--- src/rtl/ref_win_buf_if.sv ---
// Bus bundle between the reference memory controller, the window buffer
// and the PE array. The master side drives rows and consumes windows;
// the slave side is the window buffer itself.
interface ref_win_buf_if #(
  parameter int BANKS    = 32,
  parameter int PIX_W    = 8,
  parameter int WIN_ROWS = 4
) ();
  logic                            start;
  logic [BANKS*PIX_W-1:0]          rd_data_all;
  logic                            rd_valid;
  logic                            in_ready;
  logic [WIN_ROWS*BANKS*PIX_W-1:0] win_data;
  logic                            win_valid;
  logic                            pe_ready;
  logic [6:0]                      row_cnt;
  logic                            sweep_done;

  modport master (
    output start, rd_data_all, rd_valid, pe_ready,
    input  in_ready, win_data, win_valid, row_cnt, sweep_done
  );

  modport slave (
    input  start, rd_data_all, rd_valid, pe_ready,
    output in_ready, win_data, win_valid, row_cnt, sweep_done
  );
endinterface

--- src/rtl/ref_win_buf.sv ---
// Sliding reference-window buffer: stacks the most recent WIN_ROWS rows
// from the reference banks and hands the window to the PE array, sliding
// down one row per consumed search point.
//
// state    | meaning
// ---------+---------------------------------------------------------
// S_IDLE   | waiting for start, no rows accepted
// S_FILL   | collecting the first WIN_ROWS rows of a sweep
// S_HOLD   | full window presented; in_ready follows pe_ready
// S_REFILL | window consumed without a new row, waiting for one row
// S_DONE   | one-cycle sweep_done pulse, then back to idle
module ref_win_buf #(
  parameter int BANKS      = 32,
  parameter int PIX_W      = 8,
  parameter int WIN_ROWS   = 4,
  parameter int SWEEP_ROWS = 96
) (
  input  logic         i_clk,
  input  logic         i_rst,
  ref_win_buf_if.slave bus
);
  localparam int          ROW_W   = BANKS * PIX_W;
  localparam int          WIN_W   = WIN_ROWS * ROW_W;
  localparam logic [6:0]  L_SWEEP = 7'(SWEEP_ROWS);
  localparam logic [3:0]  L_WIN   = 4'(WIN_ROWS);

  typedef enum logic [2:0] {
    S_IDLE,
    S_FILL,
    S_HOLD,
    S_REFILL,
    S_DONE
  } state_t;

  state_t           r_state;
  logic [WIN_W-1:0] r_win;
  logic             r_win_valid;
  logic             r_sweep_done;
  logic [6:0]       r_row_cnt;
  logic [3:0]       r_fill_left;

  logic             w_in_ready;
  logic             w_accept;
  logic             w_consume;
  logic [WIN_W-1:0] w_win_shift;

  // Readiness for a new row; only in HOLD does it depend on pe_ready, so
  // a row is only taken there when the current window leaves on the same edge.
  always_comb begin
    w_in_ready = 1'b0;
    case (r_state)
      S_FILL, S_REFILL: w_in_ready = 1'b1;
      S_HOLD:           w_in_ready = bus.pe_ready && (r_row_cnt < L_SWEEP);
      default:          w_in_ready = 1'b0;
    endcase
  end

  assign w_accept    = bus.rd_valid && w_in_ready;
  assign w_consume   = r_win_valid && bus.pe_ready;
  // Oldest row drops out of the bottom, the new row enters at the top.
  assign w_win_shift = {bus.rd_data_all, r_win[WIN_W-1:ROW_W]};

  // Sequencer: window shift, row counting and registered handshake outputs.
  always_ff @(posedge i_clk) begin
    if (i_rst) begin
      r_state      <= S_IDLE;
      r_win        <= '0;
      r_win_valid  <= 1'b0;
      r_sweep_done <= 1'b0;
      r_row_cnt    <= '0;
      r_fill_left  <= L_WIN;
    end else if (bus.start) begin
      // start wins over any accept or consume on this edge
      r_state      <= S_FILL;
      r_win        <= '0;
      r_win_valid  <= 1'b0;
      r_sweep_done <= 1'b0;
      r_row_cnt    <= '0;
      r_fill_left  <= L_WIN;
    end else begin
      r_sweep_done <= 1'b0;
      case (r_state)
        S_IDLE: begin
          r_win_valid <= 1'b0;
        end
        S_FILL: begin
          if (w_accept) begin
            r_win       <= w_win_shift;
            r_row_cnt   <= r_row_cnt + 7'd1;
            r_fill_left <= r_fill_left - 4'd1;
            if (r_fill_left == 4'd1) begin
              r_state     <= S_HOLD;
              r_win_valid <= 1'b1;
            end
          end
        end
        S_HOLD: begin
          if (w_consume) begin
            if (w_accept) begin
              r_win     <= w_win_shift;
              r_row_cnt <= r_row_cnt + 7'd1;
            end else begin
              r_win_valid <= 1'b0;
              if (r_row_cnt == L_SWEEP) begin
                r_state      <= S_DONE;
                r_sweep_done <= 1'b1;
              end else begin
                r_state <= S_REFILL;
              end
            end
          end
        end
        S_REFILL: begin
          if (w_accept) begin
            r_win       <= w_win_shift;
            r_row_cnt   <= r_row_cnt + 7'd1;
            r_state     <= S_HOLD;
            r_win_valid <= 1'b1;
          end
        end
        S_DONE: begin
          r_state <= S_IDLE;
        end
        default: begin
          r_state     <= S_IDLE;
          r_win_valid <= 1'b0;
        end
      endcase
    end
  end

  assign bus.in_ready   = w_in_ready;
  assign bus.win_data   = r_win;
  assign bus.win_valid  = r_win_valid;
  assign bus.row_cnt    = r_row_cnt;
  assign bus.sweep_done = r_sweep_done;
endmodule

--- src/flat_wrapper.sv ---
// flat-port wrapper written by rule: the top's interface ports become plain ports
module ref_win_buf_flat 
#(
  parameter int BANKS      = 32,
  parameter int PIX_W      = 8,
  parameter int WIN_ROWS   = 4,
  parameter int SWEEP_ROWS = 96
)
  (i_clk, i_rst, bus_start, bus_rd_data_all, bus_rd_valid, bus_pe_ready, bus_in_ready, bus_win_data, bus_win_valid, bus_row_cnt, bus_sweep_done);
  ref_win_buf_if #(.BANKS(BANKS), .PIX_W(PIX_W), .WIN_ROWS(WIN_ROWS)) bus_i ();
  input  logic i_clk;
  input  logic i_rst;
  input wire logic [$bits(bus_i.start)-1:0] bus_start;
  input wire logic [$bits(bus_i.rd_data_all)-1:0] bus_rd_data_all;
  input wire logic [$bits(bus_i.rd_valid)-1:0] bus_rd_valid;
  input wire logic [$bits(bus_i.pe_ready)-1:0] bus_pe_ready;
  output wire logic [$bits(bus_i.in_ready)-1:0] bus_in_ready;
  output wire logic [$bits(bus_i.win_data)-1:0] bus_win_data;
  output wire logic [$bits(bus_i.win_valid)-1:0] bus_win_valid;
  output wire logic [$bits(bus_i.row_cnt)-1:0] bus_row_cnt;
  output wire logic [$bits(bus_i.sweep_done)-1:0] bus_sweep_done;
  assign bus_i.start = bus_start;
  assign bus_i.rd_data_all = bus_rd_data_all;
  assign bus_i.rd_valid = bus_rd_valid;
  assign bus_i.pe_ready = bus_pe_ready;
  assign bus_in_ready = bus_i.in_ready;
  assign bus_win_data = bus_i.win_data;
  assign bus_win_valid = bus_i.win_valid;
  assign bus_row_cnt = bus_i.row_cnt;
  assign bus_sweep_done = bus_i.sweep_done;
  ref_win_buf #(.BANKS(BANKS), .PIX_W(PIX_W), .WIN_ROWS(WIN_ROWS), .SWEEP_ROWS(SWEEP_ROWS)) u_core (.i_clk(i_clk), .i_rst(i_rst), .bus(bus_i));
endmodule
--- config.mk ---
export PLATFORM = sky130hd
export DESIGN_NAME = ref_win_buf_flat
export DESIGN_NICKNAME = d
export VERILOG_FILES = /design/src/rtl/ref_win_buf_if.sv /design/src/rtl/ref_win_buf.sv /design/src/flat_wrapper.sv
export SDC_FILE = /design/constraint.sdc
export NUM_CORES = 2
export LEC_CHECK = 0
export ABC_AREA = 1
export CAP_MARGIN = 20
export CORE_AREA = 2 2 498 500
export DETAILED_ROUTE_END_ITERATION = 16
export DIE_AREA = 0 0 500 502
export GPL_TIMING_DRIVEN = 0
export PLACE_DENSITY_LB_ADDON = 0.12
export SYNTH_ARGS = -nofsm -noshare
export SYNTH_HDL_FRONTEND = slang
export SYNTH_SLANG_ARGS = --single-unit
--- constraint.sdc ---
create_clock -name i_clk -period 1.6 [get_ports i_clk]
set_input_delay 0.32 -clock i_clk [delete_from_list [all_inputs] [get_ports i_clk]]
set_output_delay 0.32 -clock i_clk [all_outputs]
set_load 0.02 [all_outputs]
==> Yosys cells after proc, flatten, opt, wreduce, memory -nomap -nowiden <==
Cells that the tools add are included.
{ "op_classes": {"add_sub_neg": 2, "n_lt_le_gt_ge": 1, "eq_ne": 17, "muxes": 22, "bitwise_logic": 4, "reduce_logical": 13} }
{ "ops": {"columns": ["cell", "count"], "rows": [
  ["$mux W1024", 2],
  ["$pmux W1024 S2", 1],
  ["$mux W3", 6],
  ["$reduce_and A6 Y1", 3],
  ["$mux W7", 2],
  ["$pmux W7 S2", 1],
  ["$ne A3 B2 Y1 const B", 4],
  ["$pmux W3 S4", 1],
  ["$ne A2 B1 Y1 const B", 4],
  ["$add A7 B1 Y7 const B", 1],
  ["$eq A7 B7 Y1 const B", 1],
  ["$lt A7 B7 Y1 const B", 1],
  ["$mux W1", 7],
  ["$eq A3 B2 Y1 const B", 2],
  ["$reduce_or A5 Y1", 1],
  ["$eq A4 B1 Y1 const B", 1],
  ["$ne A2 B2 Y1 const B", 2],
  ["$not A1 Y1", 4],
  ["$pmux W1 S4", 1],
  ["$reduce_and A2 Y1", 2],
  ["$reduce_or A2 Y1", 2],
  ["$sub A4 B1 Y4 const B", 1],
  ["$eq A3 B1 Y1 const B", 1],
  ["$eq A3 B3 Y1 const B", 1],
  ["5 further kinds", 7]
]} }
{ "totals": {"regBits": 1040, "word_cells": 66} }

==> Logic depth before layout (Yosys ltp) <==
{ "depth": {"word_depth": 8, "ltp_mapped": 10, "depth_no_buf": 9} }

==> Least setup slack after synthesis <==
No wires, ideal clock.
{ "synth_timing": {"path_type": "register to register", "from": "register u_core.r_row_cnt[5] (netlist: u_core.bus.row_cnt[5])", "to": "register u_core.r_win[609] (netlist: u_core.bus.win_data[609])", "arrival_ns": 1.668, "required_ns": 1.468, "slack_ns": -0.201, "stages_incl_launch_ff": 10, "synth_period_minus_slack_ns": 1.801, "cell_sequence": "dfxtp_1 > nand2_1 > nand2_1 > o21ai_2 > nand3_2 > buf_2 > buf_2 > clkbuf_1 > nand2_1 > a21oi_1"} }
{ "synth_via": {"elab_chain_len": 7} }
{ "synth_lines": {"columns": ["item", "line", "rtl"], "rows": [
  ["start: declaration", "ref_win_buf.sv:39", "logic [6:0] r_row_cnt;"],
  ["start signal: assignment", "ref_win_buf.sv:89", "r_row_cnt <= r_row_cnt + 7'd1;"],
  ["start signal: assignment", "ref_win_buf.sv:101", "r_row_cnt <= r_row_cnt + 7'd1;"],
  ["start signal: assignment", "ref_win_buf.sv:116", "r_row_cnt <= r_row_cnt + 7'd1;"],
  ["$lt A7 B7 Y1 (*)", "ref_win_buf.sv:53", "S_HOLD: w_in_ready = bus.pe_ready && (r_row_cnt < L_SWEEP);"],
  ["$logic_and A1 B1 Y1 (*)", "ref_win_buf.sv:53", null],
  ["$pmux W1 S2 (*)", "ref_win_buf.sv:51", "case (r_state)"],
  ["net bus_in_ready", "flat_wrapper.sv:17", "output wire logic [$bits(bus_i.in_ready)-1:0] bus_in_ready;"],
  ["$logic_and A1 B1 Y1 (*)", "ref_win_buf.sv:58", "assign w_accept = bus.rd_valid && w_in_ready;"],
  ["$mux W1024 (*)", null, null],
  ["$mux W1024", null, null],
  ["$pmux W1024 S2 (*)", null, null],
  ["end signal: assignment", "ref_win_buf.sv:88", "r_win <= w_win_shift;"],
  ["end signal: assignment", "ref_win_buf.sv:100", "r_win <= w_win_shift;"],
  ["end signal: assignment", "ref_win_buf.sv:115", "r_win <= w_win_shift;"],
  ["end: declaration", "ref_win_buf.sv:36", "logic [WIN_W-1:0] r_win;"]
]} }
Mark *: on every way through the listed nets, which the timed path passes. The rest lies on a longest branch. The select of a mux whose other input is x is not followed.
A chain may end at the register's enable or synchronous reset.

==> Worst setup path after layout <==
{ "layout_timing": {"from": "register u_core.r_win[986] (netlist: u_core.bus.win_data[986])", "to": "output bus_win_data[986]"} }
{ "layout_rtl": {"columns": ["item", "line", "rtl"], "rows": [
  ["end: declaration", "flat_wrapper.sv:18", "output wire logic [$bits(bus_i.win_data)-1:0] bus_win_data;"]
]} }
No word-level cell between the ends.

==> summary.md <==
| Metric | Value |
|---|---|
| Setup crit end kind | primary output |
| Slowest stage cell, crit path | clkdlybuf4s15_1 |
| Syn avg cell area | 7.83 um^2 |
| # setup viols final | 2064 |
| Die area | 251000 um^2 |
| Combinational share of power | 0.062 |
| Netlist cell types | 24 |
| VDD IR max | 0.878 mV |
| GR Overflow Total | 0 |
| Worst hold stages | 3 |
| Via Count | 36900 |
| Power density cells | 1030 nW/um^2 |
| Via/cell ratio | 3.89 |
| Leak pwr | 0.0234 uW |
| Synth Cell Area | 35700 um^2 |
| CTS tree | done |
| Mapped Cells | 4565 |
| Slew Limit Fails | 0 |
| Setup WS pre-CTS | -1950 ps |
| Worst r2r src | u_core.bus.row_cnt[6] |
| Row cnt | 182 |
| Max capacitance violation total | 0 |
| Largest net degree at the start of global routing | 17 |
| Clock network fraction of total power | 0.518 |
| Syn_nets | 4830 |
| Most frequent cell after synthesis | nand2_1 |
| Post-route ant nets | 0 |
| Internal | 46300 uW |
| Post-route minimum period | 2030 ps |
| DRC | 0 |
| Status | complete, but fails checks |
| Violated checks | negative setup slack |
| Slew margin rel. | 0.364 |
| Psw | 15700 uW |
| WL final | 239 mm |
| Layout cells sized above 1 | 0.124 |
| Reg2Reg Setup Slack | -350 ps |
| # clock sinks | 1040 |
| Antenna violations before repair | 37 |
| Worst-Skew Late Latency | 810 ps |
| Hold WC Path Type | in2reg |
| Vias in the first global route | 36300 |
| Die Ht | 502 um |
| WP data required | 1280 ps |
| CTS Root Cell | clkbuf_16 |
| Asr flop ratio synth | 0 |
| Dominant cell type by area after synthesis | dfxtp_1 |
| Core ar. | 245000 um^2 |
| RR Endpoint | u_core.bus.win_data[736] |
| Final period util | 1.27 |
| Top-area cell type share of the netlist area | 0.583 |
| H-tree levels | 4 |
| Commonest cells post-synth | nand2_1 (2083), dfxtp_1 (1040), a21oi_1 (1038) |
| Chip width | 500 um |
| Post-DP HPWL | 188 mm |
| Ports | 1295 |
| First-pass iteration count of the detailed router | 5 |
| Unrepaired setup endpoints after global routing | yes |
| Sw frac | 0.253 |
| Gr usage total | 0.182 |
| Slew @ Worst Pin | 953 ps |
| Initial DRC count | 2011 |
| IO Port Bufs | 1294 |
| Top cells by area, synth | dfxtp_1 (58%), nand2_1 (22%), a21oi_1 (15%) |
| GPL Wtd Cong | 0.826 |
| Initial Utilization | 0.146 |
| Crit path buf inv count | 1 |
| CP Max Fanout | 3 |
| CP top delay family | buffers and inverters |
| Max Freq | 493 MHz |
| R2r worst-path depth | 10 |
| Layout overhead on the synthesized area | 68.1% |
| Hold Path End | u_core.bus.win_data[827] |
| WL per Instance | 25.2 um |
| Sequential-to-total area share from yosys stat | 0.583 |
| Crit path DAT | 1710 ps |
| Yosys warnings | 0 |
| Worst setup margin | -427 ps |
| Worst-path clk slew | 60 ps |
| Non-filler cells, final | 9482 |
| First-pass GRT wire length | 316 mm |
| EDFF count, synth | 0 |
| Ys flop type | dfxtp_1 |
| Final Hold Fails | 0 |
| Sequential share of power | 0.420 |
| Hold wc startpoint | bus_rd_data_all[59] |
| Total CTS buffers | 142 |
| CP Launch Type | flop |
| Crit path cell chain | clkdlybuf4s15_1 |
| Clock buffer depth | 3 |
| Clock Skews | 41.5 ps |
| NumNets Final | 6399 |
| Placed cell count | 9081 |
| Slowest stage delay, CP | 540 ps |
| Post-synthesis register bit count | 1040 |
| Worst Setup Path Type | reg2out |
per-stage QoR:
step | setup TNS [ps] | util | hold slack [ps] | area (um^2) | power (uW)
after floorplan | -5020 | - | 389 | 36100 | 27900
after global placement | -2022250 | 0.216 | 452 | 53100 | 30000
after detailed placement | -1437160 | 0.217 | 455 | 53100 | 30000
after CTS | -732210 | 0.241 | 0.134 | 59100 | 63200
after global routing | -743380 | 0.245 | 16.2 | 60100 | 64500
final | -513990 | 0.245 | 85.2 | 60100 | 62000
kinds of logic after synthesis:
logic type | after synthesis | share of synthesized area
fa+ha+maj | 4 | 0.00140
simple gates | 2110 | 0.223
compound gates | 1047 | 0.147
flops | 1040 | 0.583
buf+inv | 361 | 0.0461
xor+xnor | 3 | 0.000735
worst max path at each step:
stage	from	to	slack (ps)	depth (start not counted)
finish	u_core.bus.win_data[986]	bus_win_data[986]	-430	1
floorplan	u_core.bus.row_cnt[5]	u_core.bus.win_data[279]	-9	10
CTS	u_core.r_state[2]	bus_in_ready	-470	4
detailed placement	bus_start	u_core.bus.win_data[803]	-1950	7
global placement	i_rst	u_core.bus.win_data[880]	-2570	7
global route	u_core.bus.row_cnt[6]	bus_in_ready	-480	4
timing repair:
| item | in CTS | in global routing |
|---|---|---|
| hold buffers | 93 | 0 |
| buffers inserted | 14 | 6 |
| gates resized for setup | 1757 | 347 |
| setup endpoints to repair | 2071 | 2070 |
| endpoints found under the hold margin | 93 | 0 |
| pin swaps | 3 | 2 |
| gates cloned | 12 | 9 |
registers in the layout, summed over array words and instances (netlist names):
signal	count
u_core.r_state	3
u_core.bus.sweep_done	1
u_core.bus.win_valid	1
u_core.bus.win_data	1024
u_core.r_fill_left	4
u_core.bus.row_cnt	7
cells in the final DEF (no fill, tap or decap), drive strengths merged, types with 11 or more instances in the layout:
cell	count
a21oi	1038
dfxtp	1040
clkbuf	385
nor2	11
inv	29
clkdlybuf4s50	260
dlygate4sd3	93
dlygate4sd2	832
nand2	2083
diode	13
clkdlybuf4s15	159
buf	251
clkinv	27
final cells by class:
type	instances	area, um^2
Tap cell	3220	4030
Fill cell	27300	185000
Inverter	19	78.8
Clock inverter	46	571
Buffer	339	2980
Antenna cell	13	32.5
Multi-Input combinational cell	3164	13400
Sequential cell	1040	21000
Clock buffer	213	4090
Timing Repair Buffer	1428	13900
routing by layer:
layer  part of all wire  vias to the layer above  global-route usage  routed length (um)
met3              0.093                      265              0.0761               22200
met4              0.028                        6              0.0543                6630
li1                   -                    18000                   -                   -
met5            0.00017                        -                   0                  41
met2               0.48                     1161               0.312              116000
met1               0.39                    17500               0.205               94200
power by group through the flow:
stage	logic [uW]	clock network [uW]	registers (uW)
after floorplan	1220	0	26700
after global placement	3300	0	26700
after detailed placement	3300	0	26700
after CTS	3780	33400	26100
after global routing	4130	34300	26000
final	3820	32200	26000
Note: power is estimated with default switching activity, not from simulation.
